$ cat src/rtl/multicycle_control.sv
// ---------------------------------------------------------------------------
// multicycle_control
//
// Multi-cycle sequencer for the RV64I core datapath. Each instruction walks
// FETCH -> DECODE -> EXEC -> (MEM) -> (WB). The sequencer drives the IR/PC
// write enables, the ALU operand-B select, the memory request handshake and
// register-file write-back. Illegal opcodes and memory timeouts trap into an
// absorbing TRAP state that only reset leaves.
//
// Parameters:
//   INSTRSIZE    instruction width; opcode is instruction[6:0]
//   MEM_TIMEOUT  cycles to wait for mem_ready before faulting (1..255)
//
// Ports:
//   clk           rising-edge clock
//   rst           asynchronous active-high reset
//   instruction   IR contents, valid from DECODE onward
//   mem_ready     memory completes the current request this cycle
//   branch_taken  comparator result, valid in EXEC
//   state         current state encoding (FETCH=0 .. TRAP=5)
//   mem_req       memory request
//   mem_we        write qualifier for mem_req
//   ir_write      load IR from memory read data
//   pc_write      PC write enable
//   pc_src        0 = PC+4, 1 = branch target
//   alu_src_imm   ALU operand B: 1 = immediate, 0 = rs2
//   reg_write     register-file write enable
//   wb_sel        write-back source: 0 = ALU, 1 = memory
//   illegal       sticky illegal-opcode trap flag
//   fault         sticky memory-timeout trap flag
//   instret       retired-instruction count
//
// Optional feature macro: MULTICYCLE_INSTRET_EN
//   defined   -> instret counts retirements (WB exit, STORE completion,
//                BRANCH EXEC exit), wrapping at 2^64
//   undefined -> instret is tied to zero and no counter flops exist
// ---------------------------------------------------------------------------
module multicycle_control #(
    parameter int INSTRSIZE   = 32,
    parameter int MEM_TIMEOUT = 15
) (
    input  logic                 clk,
    input  logic                 rst,
    input  logic [INSTRSIZE-1:0] instruction,
    input  logic                 mem_ready,
    input  logic                 branch_taken,
    output logic [2:0]           state,
    output logic                 mem_req,
    output logic                 mem_we,
    output logic                 ir_write,
    output logic                 pc_write,
    output logic                 pc_src,
    output logic                 alu_src_imm,
    output logic                 reg_write,
    output logic                 wb_sel,
    output logic                 illegal,
    output logic                 fault,
    output logic [63:0]          instret
);

    typedef enum logic [2:0] {
        S_FETCH  = 3'd0,
        S_DECODE = 3'd1,
        S_EXEC   = 3'd2,
        S_MEM    = 3'd3,
        S_WB     = 3'd4,
        S_TRAP   = 3'd5
    } state_t;

    localparam logic [6:0] OPC_LOAD   = 7'b0000011;
    localparam logic [6:0] OPC_STORE  = 7'b0100011;
    localparam logic [6:0] OPC_BRANCH = 7'b1100011;
    localparam logic [6:0] OPC_OPIMM  = 7'b0010011;
    localparam logic [6:0] OPC_OP     = 7'b0110011;
    localparam logic [7:0] TIMEOUT_LIMIT = 8'(MEM_TIMEOUT);

    state_t     r_state;
    state_t     w_nextState;
    logic [7:0] r_waitCount;
    logic [7:0] w_waitCountNext;
    logic       r_illegal;
    logic       r_fault;
    logic       w_setIllegal;
    logic       w_setFault;

    logic       w_memReq;
    logic       w_memWe;
    logic       w_irWrite;
    logic       w_pcWrite;
    logic       w_pcSrc;
    logic       w_aluSrcImm;
    logic       w_regWrite;
    logic       w_wbSel;

    logic [6:0] w_opcode;
    logic       w_isLoad;
    logic       w_isStore;
    logic       w_isBranch;
    logic       w_isOpImm;
    logic       w_isOp;
    logic       w_isLegal;
    logic       w_unused;

    // Only the opcode field matters here; the rest of the word feeds the
    // immediate generator and register file elsewhere in the datapath.
    assign w_opcode   = instruction[6:0];
    assign w_unused   = ^instruction[INSTRSIZE-1:7];
    assign w_isLoad   = (w_opcode == OPC_LOAD);
    assign w_isStore  = (w_opcode == OPC_STORE);
    assign w_isBranch = (w_opcode == OPC_BRANCH);
    assign w_isOpImm  = (w_opcode == OPC_OPIMM);
    assign w_isOp     = (w_opcode == OPC_OP);
    assign w_isLegal  = w_isLoad | w_isStore | w_isBranch | w_isOpImm | w_isOp;

    // State register, wait counter and the two sticky trap flags. The trap
    // flags only ever get set here; reset is the sole way to clear them.
    always_ff @(posedge clk or posedge rst) begin
        if (rst) begin
            r_state     <= S_FETCH;
            r_waitCount <= '0;
            r_illegal   <= 1'b0;
            r_fault     <= 1'b0;
        end else begin
            r_state     <= w_nextState;
            r_waitCount <= w_waitCountNext;
            r_illegal   <= r_illegal | w_setIllegal;
            r_fault     <= r_fault | w_setFault;
        end
    end

    // Next-state and strobe decode. The wait counter defaults to zero so it
    // is cleared on every path except a genuine wait cycle in FETCH or MEM;
    // that covers both "clear on entry" and "clear on mem_ready". A ready in
    // the very cycle the limit is reached still completes the access.
    always_comb begin
        w_nextState     = r_state;
        w_waitCountNext = '0;
        w_setIllegal    = 1'b0;
        w_setFault      = 1'b0;
        w_memReq        = 1'b0;
        w_memWe         = 1'b0;
        w_irWrite       = 1'b0;
        w_pcWrite       = 1'b0;
        w_pcSrc         = 1'b0;
        w_aluSrcImm     = 1'b0;
        w_regWrite      = 1'b0;
        w_wbSel         = 1'b0;

        case (r_state)
            S_FETCH: begin
                w_memReq = 1'b1;
                if (mem_ready) begin
                    w_irWrite   = 1'b1;
                    w_pcWrite   = 1'b1;
                    w_nextState = S_DECODE;
                end else if (r_waitCount == TIMEOUT_LIMIT) begin
                    w_nextState = S_TRAP;
                    w_setFault  = 1'b1;
                end else begin
                    w_waitCountNext = r_waitCount + 8'd1;
                end
            end
            S_DECODE: begin
                if (w_isLegal) begin
                    w_nextState = S_EXEC;
                end else begin
                    w_nextState  = S_TRAP;
                    w_setIllegal = 1'b1;
                end
            end
            S_EXEC: begin
                w_aluSrcImm = w_isLoad | w_isStore | w_isOpImm;
                if (w_isBranch) begin
                    w_pcWrite   = branch_taken;
                    w_pcSrc     = 1'b1;
                    w_nextState = S_FETCH;
                end else if (w_isLoad | w_isStore) begin
                    w_nextState = S_MEM;
                end else if (w_isOp | w_isOpImm) begin
                    w_nextState = S_WB;
                end else begin
                    // IR changed under us after DECODE; treat as illegal.
                    w_nextState  = S_TRAP;
                    w_setIllegal = 1'b1;
                end
            end
            S_MEM: begin
                w_memReq = 1'b1;
                w_memWe  = w_isStore;
                if (mem_ready) begin
                    w_nextState = w_isStore ? S_FETCH : S_WB;
                end else if (r_waitCount == TIMEOUT_LIMIT) begin
                    w_nextState = S_TRAP;
                    w_setFault  = 1'b1;
                end else begin
                    w_waitCountNext = r_waitCount + 8'd1;
                end
            end
            S_WB: begin
                w_regWrite  = 1'b1;
                w_wbSel     = w_isLoad;
                w_nextState = S_FETCH;
            end
            S_TRAP: begin
                w_nextState = S_TRAP;
            end
            default: begin
                w_nextState = S_TRAP;
            end
        endcase
    end

    // Strobes are gated by rst so that a request pending at the moment of
    // reset disappears at once, and FETCH does not request while held.
    assign state       = r_state;
    assign mem_req     = w_memReq    & ~rst;
    assign mem_we      = w_memWe     & ~rst;
    assign ir_write    = w_irWrite   & ~rst;
    assign pc_write    = w_pcWrite   & ~rst;
    assign pc_src      = w_pcSrc     & ~rst;
    assign alu_src_imm = w_aluSrcImm & ~rst;
    assign reg_write   = w_regWrite  & ~rst;
    assign wb_sel      = w_wbSel     & ~rst;
    assign illegal     = r_illegal;
    assign fault       = r_fault;

`ifdef MULTICYCLE_INSTRET_EN
    logic [63:0] r_instret;
    logic        w_retire;

    // An instruction retires on the last cycle of its sequence: WB exit,
    // STORE completion in MEM, or BRANCH exit from EXEC. TRAP never retires.
    always_comb begin
        w_retire = (r_state == S_WB)
                 | ((r_state == S_MEM) & mem_ready & w_isStore)
                 | ((r_state == S_EXEC) & w_isBranch);
    end

    // Free-running retirement counter, wraps naturally at 2^64.
    always_ff @(posedge clk or posedge rst) begin
        if (rst) begin
            r_instret <= '0;
        end else if (w_retire) begin
            r_instret <= r_instret + 64'd1;
        end
    end

    assign instret = r_instret;
`else
    assign instret = '0;
`endif

endmodule
$ cat config.mk
export PLATFORM = sky130hd
export DESIGN_NAME = multicycle_control
export DESIGN_NICKNAME = d
export VERILOG_FILES = /design/src/rtl/multicycle_control.sv
export SDC_FILE = /design/constraint.sdc
export NUM_CORES = 1
export LEC_CHECK = 0
export BUFFER_PORTS_ARGS = -buffer_cell sky130_fd_sc_hd__buf_4
export CORE_AREA = 2 2 67 69
export DETAILED_ROUTE_END_ITERATION = 16
export DIE_AREA = 0 0 69 71
export PLACE_DENSITY_LB_ADDON = 0.2
export SLEW_MARGIN = 0
export SYNTH_ARGS = -nofsm -noshare
export SYNTH_HDL_FRONTEND = slang
export SYNTH_SLANG_ARGS = --single-unit
$ cat constraint.sdc
create_clock -name clk -period 3 [get_ports clk]
set_input_delay 0.3 -clock clk [delete_from_list [all_inputs] [get_ports clk]]
set_output_delay 0.3 -clock clk [all_outputs]
set_load 0.01 [all_outputs]
; After elaboration in Yosys (flattened, before gate mapping)
; Cells that the tools add are included.
[word_totals]
regBits = 13
output_inout_bits = 77
[classes]
reduce_logical = 2
muxes = 31
addsub = 1
eq_ne = 10
bitwise_logic = 17
[op_table]
columns = op, count
row1 = two-way mux 8 bit, 3
row2 = two-way mux 3 bit, 7
row3 = two-way mux 1 bit, 18
row4 = one-hot mux 3 bit (5 select lines), 1
row5 = == test 7 x 6 -> 1 bit (second input constant), 2
row6 = adder 8 x 1 -> 8 bit (second input constant), 1
row7 = AND 1 bit, 8
row8 = == test 8 x 4 -> 1 bit (second input constant), 1
row9 = OR 1 bit, 8
row10 = == test 7 x 2 -> 1 bit (second input constant), 1
row11 = == test 7 x 5 -> 1 bit (second input constant), 1
row12 = == test 7 bit (second input constant), 1
row13 = == test 3 x 2 -> 1 bit (second input constant), 2
row14 = one-hot mux 1 bit (2 select lines), 2
row15 = == test 3 x 1 -> 1 bit (second input constant), 1
row16 = == test 3 bit (second input constant), 1
row17 = logical NOT 3 bit, 1
row18 = OR reduction 2 bit, 1
row19 = NOT 1 bit, 1

; Depth between registers and ports, before layout
[depth]
depth_word = 8
mapped_depth = 5

; Least setup slack after synthesis
; Ideal clock, no wire load.
[synth_path]
path_type = register to output
startpoint = reg r_state[0] (netlist: state[0])
endpoint = out alu_src_imm
stages_incl_launch_ff = 4
slack_ns = 1.280
required_time_ns = 2.700
path_buffers = 1
t_arrival_ns = 1.420
cell_sequence = dfrtp_1 > clkbuf_8 > nand2b_1 > a2111oi_0
[synth_between]
elab_chain_cells = 3
[synth_lines]
columns = item, line
row1 = from (decl), 77  ; state_t r_state;
row2 = from (signal assigned), 124  ; r_state <= w_nextState;
row3 = == test 3 x 2 -> 1 bit, 149  ; case (r_state)
row4 = two-way mux 1 bit, 149
row5 = AND 1 bit, 221  ; assign alu_src_imm = w_aluSrcImm & ~rst;
row6 = to (decl), 53  ; output logic alu_src_imm,
; No other way between the ends.

; Worst setup path in the final report
[layout_path]
startpoint = reg r_state[1] (netlist: state[1])
endpoint = out wb_sel
[layout_between]
elab_chain_cells = 3
[layout_lines]
columns = item, line
row1 = == test 3 bit, 149
row2 = two-way mux 1 bit, 149
row3 = AND 1 bit, 223  ; assign wb_sel = w_wbSel & ~rst;
row4 = to (decl), 55  ; output logic wb_sel,
; No other way between the ends.

==> key figures <==
Power and ir drop
  – Leakage: 0.000685 µW
  – Peak VDD IR: 0.000114 V
  – Power Dens Cells: 302 mW/mm²

CTS
  – Clock tree buffer depth: 2
  – TritonCTS clock tree: yes
  – Clk Latency, worst-skew pair: 0.24 ns
  – Root Driver: clkbuf_8
  – Worst-path clk slew: 0.05 ns
  – Clock sink count: 13
  – Number of H-tree levels: 1
  – # Post-CTS Setup Buffers: 0
  – Post-CTS sizing: 0
  – Total CTS buffers: 3
  – Hold_buf cts: 0

Setup path
  – Slowest stage delay, CP: roughly 0.51 ns
  – Data arrival, critical path: 1.62 ns
  – Critical Path End Type: primary output
  – Reg2reg start: r_waitCount[0]
  – Critical Setup Path Class: flop to primary output
  – Reg2reg setup slack: approximately 1.4 ns
  – Worst endpoint required time: 2.70 ns
  – R2R cell count: 5
  – CP startpoint kind: flop
  – CP max FO: 12
  – RR Endpoint: state[2]
  – Max stage delay cell, worst path: dfrtp_1
  – Critical path cell sequence: nor2_1, and3_1, nor4b_1, buf_4

GRT
  – Vias in the first global route: ~750
  – Grt met1 use: 0.109
  – Total Routing Usage GR: 0.0846
  – GR Util met2: 0.135
  – Gr ovfl total: 0
  – Largest net degree at the start of global routing: 17
  – First-pass GRT wire length: 3370 µm
  – Met3 Use GR: 0.0199
  – Most used routing layer: met2
  – Number of antenna violations at the first check in global routing: 0

Route
  – Post-route DRC: 0
  – ANT nets after route: 0
  – WL/cell: 9.34 µm
  – Total Wirelength: 2160 µm
  – Via count: 909
  – DRT iter0 DRCs: 48
  – First-pass iteration count of the detailed router: 4
  – Via density per instance: 3.94

Layout
  – Layout overhead on the synthesized area: 0.848%
  – Fraction of layout cells with a size suffix above 1: 0.190
  – ANT cells: 0
  – Nets: 217
  – Final Instance Area: 0.00134 mm²
  – Final Non-Filler Cells: 231

STA
  – Hold WS: a little over 0.06 ns
  – Final Cycle Share: 0.639
  – # setup viols final: 0
  – Setup TNS Final: 0 ns
  – RSZ-0062 raised after global routing: false
  – Clk_skew: about 0.0029 ns
  – Final WS setup: 1.08 ns
  – Max Fclk: around 520 MHz
  – Slew Viols, Final: 0
  – Final hold viol count: 0
  – Fin crit period: 1.92 ns

Synthesis
  – Register area share after synthesis: 0.245
  – Synth Area per Inst: about 8.6 µm²
  – Synth top area share: 0.368
  – Post-synthesis async set-or-reset flop share: 1.00
  – Number of enable flip-flop cells after synthesis: 0
  – Most common cell in the netlist: buf_4
  – Synth Instances: 155
  – Synth warn: 0
  – Syn Std Cell Area: approximately 0.0013 mm²
  – Synth area leader: buf_4
  – Most frequent cells after synthesis: buf_4, dfrtp_1, nor2_1
  – Flops & latches, synth: 13
  – Most used DFF post-synth: dfrtp_1
  – Unique masters post-synth: 38
  – Largest cells by area after synthesis: buf_4, dfrtp_1, xor2_1

Placed design
  – Port Buffers: 23
  – DP HPWL: around 1700 µm
  – Placed cell areas: 0.00129 mm²
  – Setup WS pre-CTS: 1.30 ns
  – Gpl congestion: 0.702
  – Placed cell count: 227

Floorplan
  – Total core area: 0.00420 mm²
  – IO Pins: about 110
  – Row count: 24
  – Die width: about 69 µm
  – Die height: 71 µm
  – Total die area: 0.00490 mm²
  – Initial Utilization: 0.316

Hold path
  – Hold crit path type: input port to async pin

Job
  – Maxcap violations: 0

Run status
  – Status: finished clean
[per-layer routing]
| metal | vias to the layer above | routed length (µm) |
|---|---|---|
| li1 | 444 | - |
| met1 | 414 | 967 |
| met2 | 49 | 993 |
| met3 | 2 | 173 |
| met4 | 0 | 23 |
| met5 | - | 0 |
[how the worst max path moves through the flow]
stage	start	end	slack, ns	cells after the start
global placement	instruction[2]	alu_src_imm	1.29	5
finish	state[1]	wb_sel	1.08	4
CTS	state[1]	wb_sel	1.06	4
detailed placement	instruction[2]	alu_src_imm	1.30	5
global route	state[1]	wb_sel	0.93	4
floorplan	state[0]	alu_src_imm	1.28	3
[layout by cell type, fill, tap and decap left out, types with 3 or more instances in the layout]
cell and n:
and3_1 4, clkbuf_8 3, conb_1 64, inv_1 4, buf_4 24, o21ai_0 3, nand3_1 5, nand2b_1 3
nor3_1 3, nor2b_1 3, nand2_1 5, xor2_1 5, nor2_1 9, dfrtp_1 13
[cell families (layout without fill, tap and decap cells)]
family	Yosys count	in the layout	synth area share
simple gates	46	46	0.212
buf+inv	71	32	0.400
fa+ha+maj	1	1	0.00942
other cells	1	64	0.00282
xor+xnor	7	7	0.0462
flops	13	13	0.245
compound gates	16	16	0.0848
[per-stage QoR]
stage          utilization  power [µW]
2_1_floorplan            -         295
3_3_place_gp         0.308         255
3_5_place_dp         0.308         254
4_1_cts              0.318         414
5_1_grt              0.318         431
6_report             0.318         405
[layout make-up]
cell class / instances / area [µm²]
timing repair buffer: 24 / 180
clock buffer: 4 / 45.0
fill: 453 / 2870
sequential: 13 / 325
tap: 52 / 65.1
inverter: 4 / 15.0
multi-input combinational: 134 / 708
[sequential cells by signal (all words and copies together) (netlist names)]
signal and count:
fault 1, illegal 1, r_waitCount 8, state 3
[power breakdown]
| part | switching (µW) | leakage (µW) | total [µW] | internal [µW] |
|---|---|---|---|---|
| clock network | 59.0 | 0.0000228 | 153 | 93.6 |
| registers | 2.16 | 0.000169 | 180 | 178 |
| logic | 52.8 | 0.000494 | 72.0 | 19.1 |
| total | 114 | 0.000685 | 405 | 291 |
[critical path: cells and delay by family (launching register included)]
family,cells,cell delay [ns]
buffers and inverters,1,0.17
AND/OR/NAND/NOR,3,0.69
flip-flops,1,0.51
No activity file was read; power rests on OpenSTA's default activity.
